$ cat config.mk
export PLATFORM = sky130hd
export DESIGN_NAME = upsample_layer
export DESIGN_NICKNAME = d
export VERILOG_FILES = /design/src/rtl/upsample_layer_pkg.sv /design/src/rtl/upsample_layer_line_replay_buffer.sv /design/src/rtl/upsample_layer.sv
export SDC_FILE = /design/constraint.sdc
export NUM_CORES = 1
export LEC_CHECK = 0
export ABC_CLOCK_PERIOD_IN_PS = 2300
export BUFFER_PORTS_ARGS = -buffer_cell sky130_fd_sc_hd__buf_2
export CAP_MARGIN = 5
export CORE_MARGIN = 5
export CORE_UTILIZATION = 35
export CTS_BUF_LIST = sky130_fd_sc_hd__clkbuf_16
export CTS_CLUSTER_SIZE = 12
export DETAILED_ROUTE_END_ITERATION = 8
export PLACE_DENSITY = 0.62
export SETUP_SLACK_MARGIN = 0.4
export SLEW_MARGIN = 20
export SYNTH_ARGS = -nofsm -noshare
export SYNTH_HDL_FRONTEND = slang
export SYNTH_SLANG_ARGS = --single-unit
export TNS_END_PERCENT = 50
$ cat constraint.sdc
create_clock -name clk_i -period 2.3 [get_ports clk_i]
set_clock_uncertainty 0.1 [all_clocks]
set_input_delay 0.115 -clock clk_i [delete_from_list [all_inputs] [get_ports clk_i]]
set_output_delay 0.115 -clock clk_i [all_outputs]
set_load 0.005 [all_outputs]
$ cat src/rtl/upsample_layer_pkg.sv
// Shared definitions for the nearest-neighbour upsampling layer:
// FSM state encoding and counter width helpers.
package upsample_layer_pkg;

    typedef enum logic {
        FILL   = 1'b0,
        REPLAY = 1'b1
    } state_e;

    function automatic int XWidth(input int n);
        return (n <= 1) ? 1 : $clog2(n);
    endfunction

    function automatic int YWidth(input int n);
        return (n <= 1) ? 1 : $clog2(n);
    endfunction

    function automatic int RepWidth(input int scale);
        return (scale <= 1) ? 1 : $clog2(scale);
    endfunction

endpackage

$ cat src/rtl/upsample_layer_line_replay_buffer.sv
// One-row pixel store: written while a row streams in, replayed for the
// vertical repeats through an asynchronous read port.
module line_replay_buffer #(
    parameter int Depth     = 16,
    parameter int Width     = 1,
    parameter int AddrWidth = 4
) (
    input  logic                 clk_i,
    input  logic                 we_i,
    input  logic [AddrWidth-1:0] waddr_i,
    input  logic [Width-1:0]     wdata_i,
    input  logic [AddrWidth-1:0] raddr_i,
    output logic [Width-1:0]     rdata_o
);

    logic [Width-1:0] mem_q [Depth];

    always_ff @(posedge clk_i) begin
        if (we_i) begin
            mem_q[waddr_i] <= wdata_i;
        end
    end

    assign rdata_o = mem_q[raddr_i];

endmodule

$ cat src/rtl/upsample_layer.sv
// Nearest-neighbour upsampler: each input pixel becomes a Scale x Scale block.
// Horizontal repeats hold the output register; vertical repeats replay one row.
module upsample_layer
    import upsample_layer_pkg::*;
#(
    parameter int LineWidthPx = 16,
    parameter int LineCountPx = 12,
    parameter int WidthIn     = 1,
    parameter int InChannels  = 1,
    parameter int Scale       = 2,
    localparam int OutChannels = InChannels,
    localparam int WidthOut    = WidthIn
) (
    input  logic                                  clk_i,
    input  logic                                  rst_i,
    input  logic                                  valid_i,
    output logic                                  ready_o,
    input  logic [InChannels-1:0][WidthIn-1:0]    data_i,
    output logic                                  valid_o,
    input  logic                                  ready_i,
    output logic [OutChannels-1:0][WidthOut-1:0]  data_o
);

    localparam int XW = XWidth(LineWidthPx);
    localparam int YW = YWidth(LineCountPx);
    localparam int RW = RepWidth(Scale);
    localparam int PW = InChannels * WidthIn;

    localparam logic [XW-1:0] X_LAST   = XW'(LineWidthPx - 1);
    localparam logic [YW-1:0] Y_LAST   = YW'(LineCountPx - 1);
    localparam logic [RW-1:0] REP_LAST = RW'(Scale - 1);

    state_e          state_q, state_d;
    logic [XW-1:0]   x_pos_q, x_pos_d;
    logic [RW-1:0]   x_rep_q, x_rep_d;
    logic [RW-1:0]   y_rep_q, y_rep_d;
    logic [YW-1:0]   y_pos_q, y_pos_d;
    logic            valid_q, valid_d;
    logic [PW-1:0]   data_q,  data_d;

    logic            last_rep, row_end, out_fire, pixel_done, slot_free;
    logic            in_fire, replay_load;
    logic [PW-1:0]   buf_rdata;

    assign last_rep   = (x_rep_q == REP_LAST);
    assign row_end    = (x_pos_q == X_LAST);
    assign out_fire   = valid_q & ready_i;
    assign pixel_done = out_fire & last_rep;
    assign slot_free  = ~valid_q | (ready_i & last_rep);

    // Counter advance happens when the last horizontal repeat leaves.
    always_comb begin
        x_rep_d = x_rep_q;
        x_pos_d = x_pos_q;
        y_rep_d = y_rep_q;
        y_pos_d = y_pos_q;
        if (out_fire) begin
            x_rep_d = last_rep ? '0 : x_rep_q + RW'(1);
        end
        if (pixel_done) begin
            if (row_end) begin
                x_pos_d = '0;
                if (y_rep_q == REP_LAST) begin
                    y_rep_d = '0;
                    y_pos_d = (y_pos_q == Y_LAST) ? '0 : y_pos_q + YW'(1);
                end else begin
                    y_rep_d = y_rep_q + RW'(1);
                end
            end else begin
                x_pos_d = x_pos_q + XW'(1);
            end
        end
    end

    always_comb begin
        state_d = state_q;
        case (state_q)
            FILL: begin
                if (pixel_done && row_end && (Scale > 1)) begin
                    state_d = REPLAY;
                end
            end
            REPLAY: begin
                if (pixel_done && row_end && (y_rep_q == REP_LAST)) begin
                    state_d = FILL;
                end
            end
            default: state_d = FILL;
        endcase
    end

    // The next pixel loads into the slot being vacated, so its source and
    // buffer address follow the post-advance state and x position.
    assign ready_o     = ~rst_i & slot_free & (state_d == FILL);
    assign in_fire     = valid_i & ready_o;
    assign replay_load = ~rst_i & slot_free & (state_d == REPLAY);

    always_comb begin
        data_d  = data_q;
        valid_d = valid_q & ~pixel_done;
        if (in_fire) begin
            data_d  = data_i;
            valid_d = 1'b1;
        end else if (replay_load) begin
            data_d  = buf_rdata;
            valid_d = 1'b1;
        end
    end

    line_replay_buffer #(
        .Depth     (LineWidthPx),
        .Width     (PW),
        .AddrWidth (XW)
    ) u_line_buf (
        .clk_i   (clk_i),
        .we_i    (in_fire),
        .waddr_i (x_pos_d),
        .wdata_i (data_i),
        .raddr_i (x_pos_d),
        .rdata_o (buf_rdata)
    );

    always_ff @(posedge clk_i) begin
        if (rst_i) begin
            state_q <= FILL;
            x_pos_q <= '0;
            x_rep_q <= '0;
            y_rep_q <= '0;
            y_pos_q <= '0;
            valid_q <= 1'b0;
            data_q  <= '0;
        end else begin
            state_q <= state_d;
            x_pos_q <= x_pos_d;
            x_rep_q <= x_rep_d;
            y_rep_q <= y_rep_d;
            y_pos_q <= y_pos_d;
            valid_q <= valid_d;
            data_q  <= data_d;
        end
    end

    assign valid_o = valid_q;
    assign data_o  = data_q;

endmodule

==> results of run 1 <==
registers in the layout, summed over array words and instances, names as in the netlist:
register          cells
data_o                1
last_rep              1
state_q               1
u_line_buf.mem_q     16
valid_o               1
x_pos_q               4
y_rep_q               1
placed cells by master (no fill, tap or decap), drive strengths merged, types with 6 or more instances in the layout:
cell / instances
mux2: 6
a21oi: 6
edfxtp: 16
nor2: 27
nand2: 13
dfxtp: 9
mux2i: 7
buf: 19
worst paths after layout:
| check | to | slack [ns] |
|---|---|---|
| max reg2reg | u_line_buf.mem_q[13] | 0.31 |
| min reg2reg | y_rep_q | 0.40 |
| min | valid_o | 0.04 |
| max | u_line_buf.mem_q[13] | 0.31 |
through the flow:
stage	worst slack [ns]	cells	power, mW
after detailed placement	0.166	184	0.550
after global routing	0.251	200	0.971
after floorplan	0.404	131	0.531
final	0.305	200	0.936
after CTS	0.330	193	0.929
after global placement	0.221	184	0.549
per-layer routing:
layer	vias to the layer above	global-route usage
met1	498	0.147
met3	6	0.0165
met2	13	0.218
met4	0	0.0246
met5	-	0
li1	519	-
repair_timing:
item	in CTS	in global routing
pin swaps	5	7
buffers inserted	5	6
hold buffers	0	0
cloned	0	1
resized for setup	8	9
endpoints found under the setup margin	17	17
kinds of logic after synthesis:
group	Yosys count	synth area share
simple gates	63	0.235
buf+inv	5	0.0206
flops	25	0.474
compound gates	20	0.113
xor+xnor	3	0.0189
fa+ha+maj	1	0.00898
mux	14	0.129
layout make-up:
type	count	share of cell area
clock buffers	3	0.0423
clock inverters	1	0.00211
repair buffers	19	0.0775
multi-input cells	102	0.462
flip-flops and latches	25	0.381
well taps	50	0.0352
tightest hold or removal path, stage by stage:
cell and delay (ns):
buf_2 0.13, nor2_1 0.06, nor2_1 0.07
where the power goes:
part,total [mW],switching (mW),internal [mW]
clock,0.384,0.152,0.232
combinational,0.0645,0.0363,0.0282
sequential,0.487,0.00780,0.479
total,0.936,0.196,0.740
==> reports/results.tsv, run 1 <==
stage	metric	value	unit
outcome	outcome	complete, no violations	
final_layout	area_delta_synth_final	27.4	%
worst_setup_path	crit_type	reg -> reg	
placement	gp_routability_congestion	0.796	
global_routing	grt_pass1_vias	1013	
synth	async_flop_share	0	
synth	ys_seq_elements	25	
timing	setup-violations-final	0	
drt	wl_per_cell	15.7	um
worst_setup_path	critPathLaunchType	register	
drt	initialDrtViolationCount	73	
drt	drt-total-wl	3.14	mm
power_and_ir_drop	p_leak	0.639	nW
synth	synth_top_area_share	0.345	
floorplanning	design.core.area	3940	um2
timing	hold_violations	0	
worst_hold_path	hold_path_depth	3	
final_layout	final_nets	157	
drt	final_antenna_net_count	0	
worst_hold_path	min_from	valid_i	
floorplanning	io_pins	8	
worst_setup_path	critPathCaptureType	register	
worst_setup_path	path_buf_inv	1	
worst_setup_path	path_depth	7	
synth	synth_enable_flop_cells	16	
final_layout	finalInstanceArea	1780	um2
drt	dr_wl_met3	86	um
worst_setup_path	crit_path_max_fanout	5	
cts	cts_tree	built	
global_routing	antenna_found_initial	0	
worst_setup_path	slowest_delay	0.39	ns
global_routing	grt_pass1_wl	4.90	mm
cts	path_clk_slew	0.07	ns
drt	first_pass_iters	7	
synth	syn_inst	131	
synth	yosysSeqAreaShare	0.474	
cts	htree_levels	1	
cts	numClockSinks	25	
drt	top_layer	met4	
global_routing	grt_max_degree	18	
drt	wl_met1	1.32	mm
flow_run	drv_cap	0	
floorplanning	rows	23	
placement	placed_cell_area	1520	um2
final_layout	seq_area	677	um2
cts	worstSkewPairLatency	0.26	ns
timing	worst_pin_slew	0.535	ns
synth	synth.avg_cell_area	10.6	um2
synth	yosysTopAreaCell	edfxtp_1	
timing	tns	0	ns
worst_setup_path	cp-startpoint	x_pos_q[1]	
cts	clock-root-buffer	clkbuf_16	
final_layout	diodes	0	
timing	whs	0.0418	ns
worst_setup_path	reg2regPathDepth	7	
synth	mappedNetlistArea	1390	um2
timing	period_needed	1.99	ns
synth	syn_nets	137	
worst_setup_path	path_cells	ha_4 > buf_12 > a41oi_4 > o21ai_4 > and4bb_4 > nand2b_4 > nor2_2	
global_routing	overflow	0	
floorplanning	die-width	73.1	um
floorplanning	dieArea	5340	um2
worst_setup_path	arrival	1.87	ns
synth	yosys_warnings	0	
cts	cts_buffer_depth	2	
drt	viasPerCell	5.18	
timing	relSlewSlack	0.644	
worst_setup_path	worst_ep_required_time	2.17	ns
worst_setup_path	slowest_stage	and4bb_4	
timing	fmax	501	MHz
floorplanning	initial_core_util	0.354	
final_layout	final_core_util	0.450	
placement	port-buffer-count	7	
final_layout	fill_cells	350	
timing	maxSlewViolCount	0	
floorplanning	die_h	73.1	um
synth	ys_types	44	
placement	dp_hpwl	1.99	mm
power_and_ir_drop	ir_drop	349	uV
final_layout	multi_input_area	820	um2
drt	via_count	1036	
power_and_ir_drop	p_per_area	527	nW/um2
timing	rsz0062_at_grt	true	
synth	synth_most_common_cell	nor2_1	
timing	fin_crit_sh	0.867	
global_routing	grt_usage	0.119	
synth	synth_top_flop_cell	edfxtp_1	
cts	cts_buffers	3	
synth	netlist_top_cells_area	edfxtp_1, dfxtp_1, nor2_1, mux2i_1, mux2_2	
worst_setup_path	crit_family	simple AND/OR/NAND/NOR gates	
final_layout	drive_above_1_share	0.380	
drt	route.detailed.drc	0	
worst_setup_path	rr_startpoint	x_pos_q[1]	
synth	netlist_top_cells_count	nor2_1, edfxtp_1, nand2_1	
drt	dr_wl_met2	1.69	mm
worst_hold_path	holdCritPathClass	in -> reg	
(Power assumes the default switching activity.)
==> run 2: changes to the inputs <==
Settings changed: ABC_AREA set to 1, ABC_CLOCK_PERIOD_IN_PS 2300 to 2550, PLACE_DENSITY 0.62 to 0.61.
Clock period 2.3 ns to 2.55 ns, I/O delays scaled along.
==> reports/results.tsv, run 2 <==
stage	metric	value	unit	change
synth	synth_top_flop_cell	edfxtp_1		unchanged
global_routing	grt.busiest_layer	met2		unchanged
worst_setup_path	rr_startpoint	x_pos_q[1]		unchanged
power_and_ir_drop	p_per_area	564	nW/um2	was 527 nW/um2
timing	rsz0062_at_grt	true		unchanged
floorplanning	io_pins	8		unchanged
drt	via_count	999		was 1036
floorplanning	die-width	70.7	um	was 73.1 um
drt	drt-total-wl	2.48	mm	was 3.14 mm
global_routing	grt_max_degree	18		unchanged
cts	postCtsSetupBuffers	0		was 5
worst_hold_path	holdCritPathClass	in -> reg		unchanged
synth	netlist_top_cells_area	edfxtp_1, dfxtp_1, nand2_1, nor2_1, nand3_1		was edfxtp_1, dfxtp_1, nor2_1, mux2i_1, mux2_2
synth	yosys_warnings	0		unchanged
final_layout	finalInstanceArea	1460	um2	was 1780 um2
global_routing	overflow	0		unchanged
worst_setup_path	critPathLaunchType	register		unchanged
floorplanning	initial_core_util	0.357		was 0.354
worst_setup_path	reg2regPathDepth	9		was 7
worst_setup_path	slowest_stage	dfxtp_1		was and4bb_4
drt	route.detailed.drc	0		unchanged
synth	netlist_top_cells_count	nand2_1, nor2_1, inv_1		was nor2_1, edfxtp_1, nand2_1
timing	period_needed	2.01	ns	was 1.99 ns
worst_hold_path	hold_end	data_o		was valid_o
floorplanning	dieArea	4990	um2	was 5340 um2
worst_setup_path	reg2reg_slack	0.54	ns	was 0.31 ns
cts	cts_tree	built		unchanged
final_layout	final_nets	174		was 157
drt	wl_per_cell	11.5	um	was 15.7 um
final_layout	area_delta_synth_final	13.6	%	was 27.4%
cts	hold_buffers	0		unchanged
cts	clock-root-buffer	clkbuf_16		unchanged
timing	whs	0.0383	ns	was 0.0418 ns
global_routing	grtUsageMet1	0.131		was 0.147
timing	hold_violations	0		unchanged
global_routing	use_met3	0.0384		was 0.0165
placement	placed_cell_area	1370	um2	was 1520 um2
synth	syn_inst	157		was 131
placement	gp_routability_congestion	0.832		was 0.796
synth	ys_seq_elements	25		unchanged
timing	fin_crit_sh	0.790		was 0.867
worst_setup_path	crit_family	simple AND/OR/NAND/NOR gates		unchanged
worst_setup_path	crit_path_max_fanout	5		unchanged
cts	numClockSinks	25		unchanged
outcome	outcome	complete, no violations		unchanged
synth	synth_top_area_share	0.373		was 0.345
cts	cts_buffer_depth	2		unchanged
global_routing	grt_use_met2	0.190		was 0.218
synth	synth.avg_cell_area	8.20	um2	was 10.6 um2
timing	tns	0	ns	unchanged
timing	relSlewSlack	0.819		was 0.644
drt	first_pass_iters	4		was 7
floorplanning	die_h	70.7	um	was 73.1 um
synth	yosysSeqAreaShare	0.513		was 0.474
worst_setup_path	arrival	1.88	ns	was 1.87 ns
worst_hold_path	min_from	rst_i		was valid_i
cts	path_clk_slew	0.06	ns	was 0.07 ns
synth	yosysTopAreaCell	edfxtp_1		unchanged
synth	synth_most_common_cell	nand2_1		was nor2_1
final_layout	layout_common_cells	nand2_1, nor2_1, inv_1		was nor2_1, edfxtp_1, nand2_1, buf_4, buf_2
global_routing	grt_usage	0.108		was 0.119
power_and_ir_drop	p_leak	0.656	nW	was 0.639 nW
drt	initialDrtViolationCount	49		was 73
worst_setup_path	path_buf_inv	1		unchanged
final_layout	largest_register_ff_count	16		unchanged
final_layout	diodes	0		unchanged
final_layout	multi_input_area	549	um2	was 820 um2
timing	setup-violations-final	0		unchanged
final_layout	final_common_cell	nand2_1		was nor2_1
synth	ys_types	21		was 44
placement	port-buffer-count	7		unchanged
synth	syn_nets	163		was 137
worst_setup_path	worst_ep_required_time	2.41	ns	was 2.17 ns
timing	maxSlewViolCount	0		unchanged
global_routing	antenna_found_initial	0		unchanged
global_routing	grt_pass1_wl	4.40	mm	was 4.90 mm
final_layout	reg_top3	u_line_buf.mem_q (16), x_pos_q (4)		unchanged
synth	synth_enable_flop_cells	16		unchanged
global_routing	grt_pass1_vias	994		was 1013
synth	async_flop_share	0		unchanged
cts	worstSkewPairLatency	0.25	ns	was 0.26 ns
final_layout	seq_area	661	um2	was 677 um2
worst_setup_path	path_cells	ha_1 > nand3_2 > nor2_4 > nand2_1 > o21ai_4 > nand3_2 > inv_2 > nand3_1 > nor2_1		was ha_4 > buf_12 > a41oi_4 > o21ai_4 > and4bb_4 > nand2b_4 > nor2_2
floorplanning	design.core.area	3610	um2	was 3940 um2
worst_setup_path	slowest_delay	0.35	ns	was 0.39 ns
final_layout	regMostFlops	u_line_buf.mem_q		unchanged
cts	htree_levels	1		unchanged
synth	mappedNetlistArea	1290	um2	was 1390 um2
final_layout	fill_cells	355		was 350
timing	worst_pin_slew	0.270	ns	was 0.535 ns
cts	cts_buffers	3		unchanged
worst_hold_path	hold_path_depth	2		was 3
worst_setup_path	crit_top_cell	nand3_2		
power_and_ir_drop	ir_drop	323	uV	was 349 uV
worst_setup_path	critPathCaptureType	register		unchanged
worst_setup_path	rr_endpoint	u_line_buf.mem_q[2]		was u_line_buf.mem_q[13]
worst_setup_path	crit_type	reg -> reg		unchanged
final_layout	drive_above_1_share	0.174		was 0.380
drt	viasPerCell	4.65		was 5.18
placement	dp_hpwl	1.89	mm	was 1.99 mm
floorplanning	rows	22		was 23
drt	final_antenna_net_count	0		unchanged
flow_run	drv_cap	0		unchanged
timing	fmax	497	MHz	was 501 MHz
-- run 2: worst max path at each step --
stage                                 to  startpoint  slack, ns  depth (start not counted)
floorplan            u_line_buf.mem_q[0]  x_pos_q[1]       0.75                          9
global placement     u_line_buf.mem_q[2]  x_pos_q[1]       0.60                          9
detailed placement   u_line_buf.mem_q[2]  x_pos_q[1]       0.55                          9
CTS                  u_line_buf.mem_q[2]  x_pos_q[1]       0.52                          9
global route        u_line_buf.mem_q[11]  x_pos_q[1]       0.39                          9
finish               u_line_buf.mem_q[2]  x_pos_q[1]       0.54                          9
-- run 2: timing repair --
| item | 4_1_cts | 5_1_grt |
|---|---|---|
| endpoints found under the hold margin | 0 | 0 |
| setup endpoints to repair | 0 | 16 |
| gates resized for setup | 0 | 3 |
-- run 2: logic make-up after synthesis --
logic type,share of synthesized area
xor+xnor,0.0136
buf+inv,0.0700
simple gates,0.354
fa+ha+maj,0.00972
flops,0.513
compound gates,0.0398
-- run 2: area by class of cell --
type                            instances  share of cell area
Timing Repair Buffer                    7              0.0240
Inverter                               21              0.0539
Multi-Input combinational cell        110               0.376
Clock inverter                          1             0.00257
Tap cell                               48              0.0411
Clock buffer                            3              0.0513
Sequential cell                        25               0.452
-- run 2: per-stage QoR --
step	setup WS, ns	power (mW)	instances	util
6_report	0.536	0.825	215	0.406
2_1_floorplan	0.753	0.478	157	-
3_5_place_dp	0.546	0.494	211	0.380
5_1_grt	0.392	0.864	215	0.406
3_3_place_gp	0.600	0.493	211	0.380
4_1_cts	0.520	0.833	215	0.402
-- run 2: per-layer routing --
metal  share of wire  wire (um)
met1            0.46       1140
met2            0.49       1220
met3           0.045        111
met4          0.0032          8
met5               0          0
-- run 2: power by group --
part,internal [mW],switching [mW]
clock network,0.209,0.131
logic,0.0158,0.0311
registers,0.434,0.00348
total,0.659,0.166
-- run 2: worst register-to-register path: stages, from the launching register on --
cell	delay (ns)
dfxtp_1	0.35
ha_1	0.20
nand3_2	0.12
nor2_4	0.15
nand2_1	0.09
o21ai_4	0.18
nand3_2	0.12
inv_2	0.10
nand3_1	0.16
nor2_1	0.16
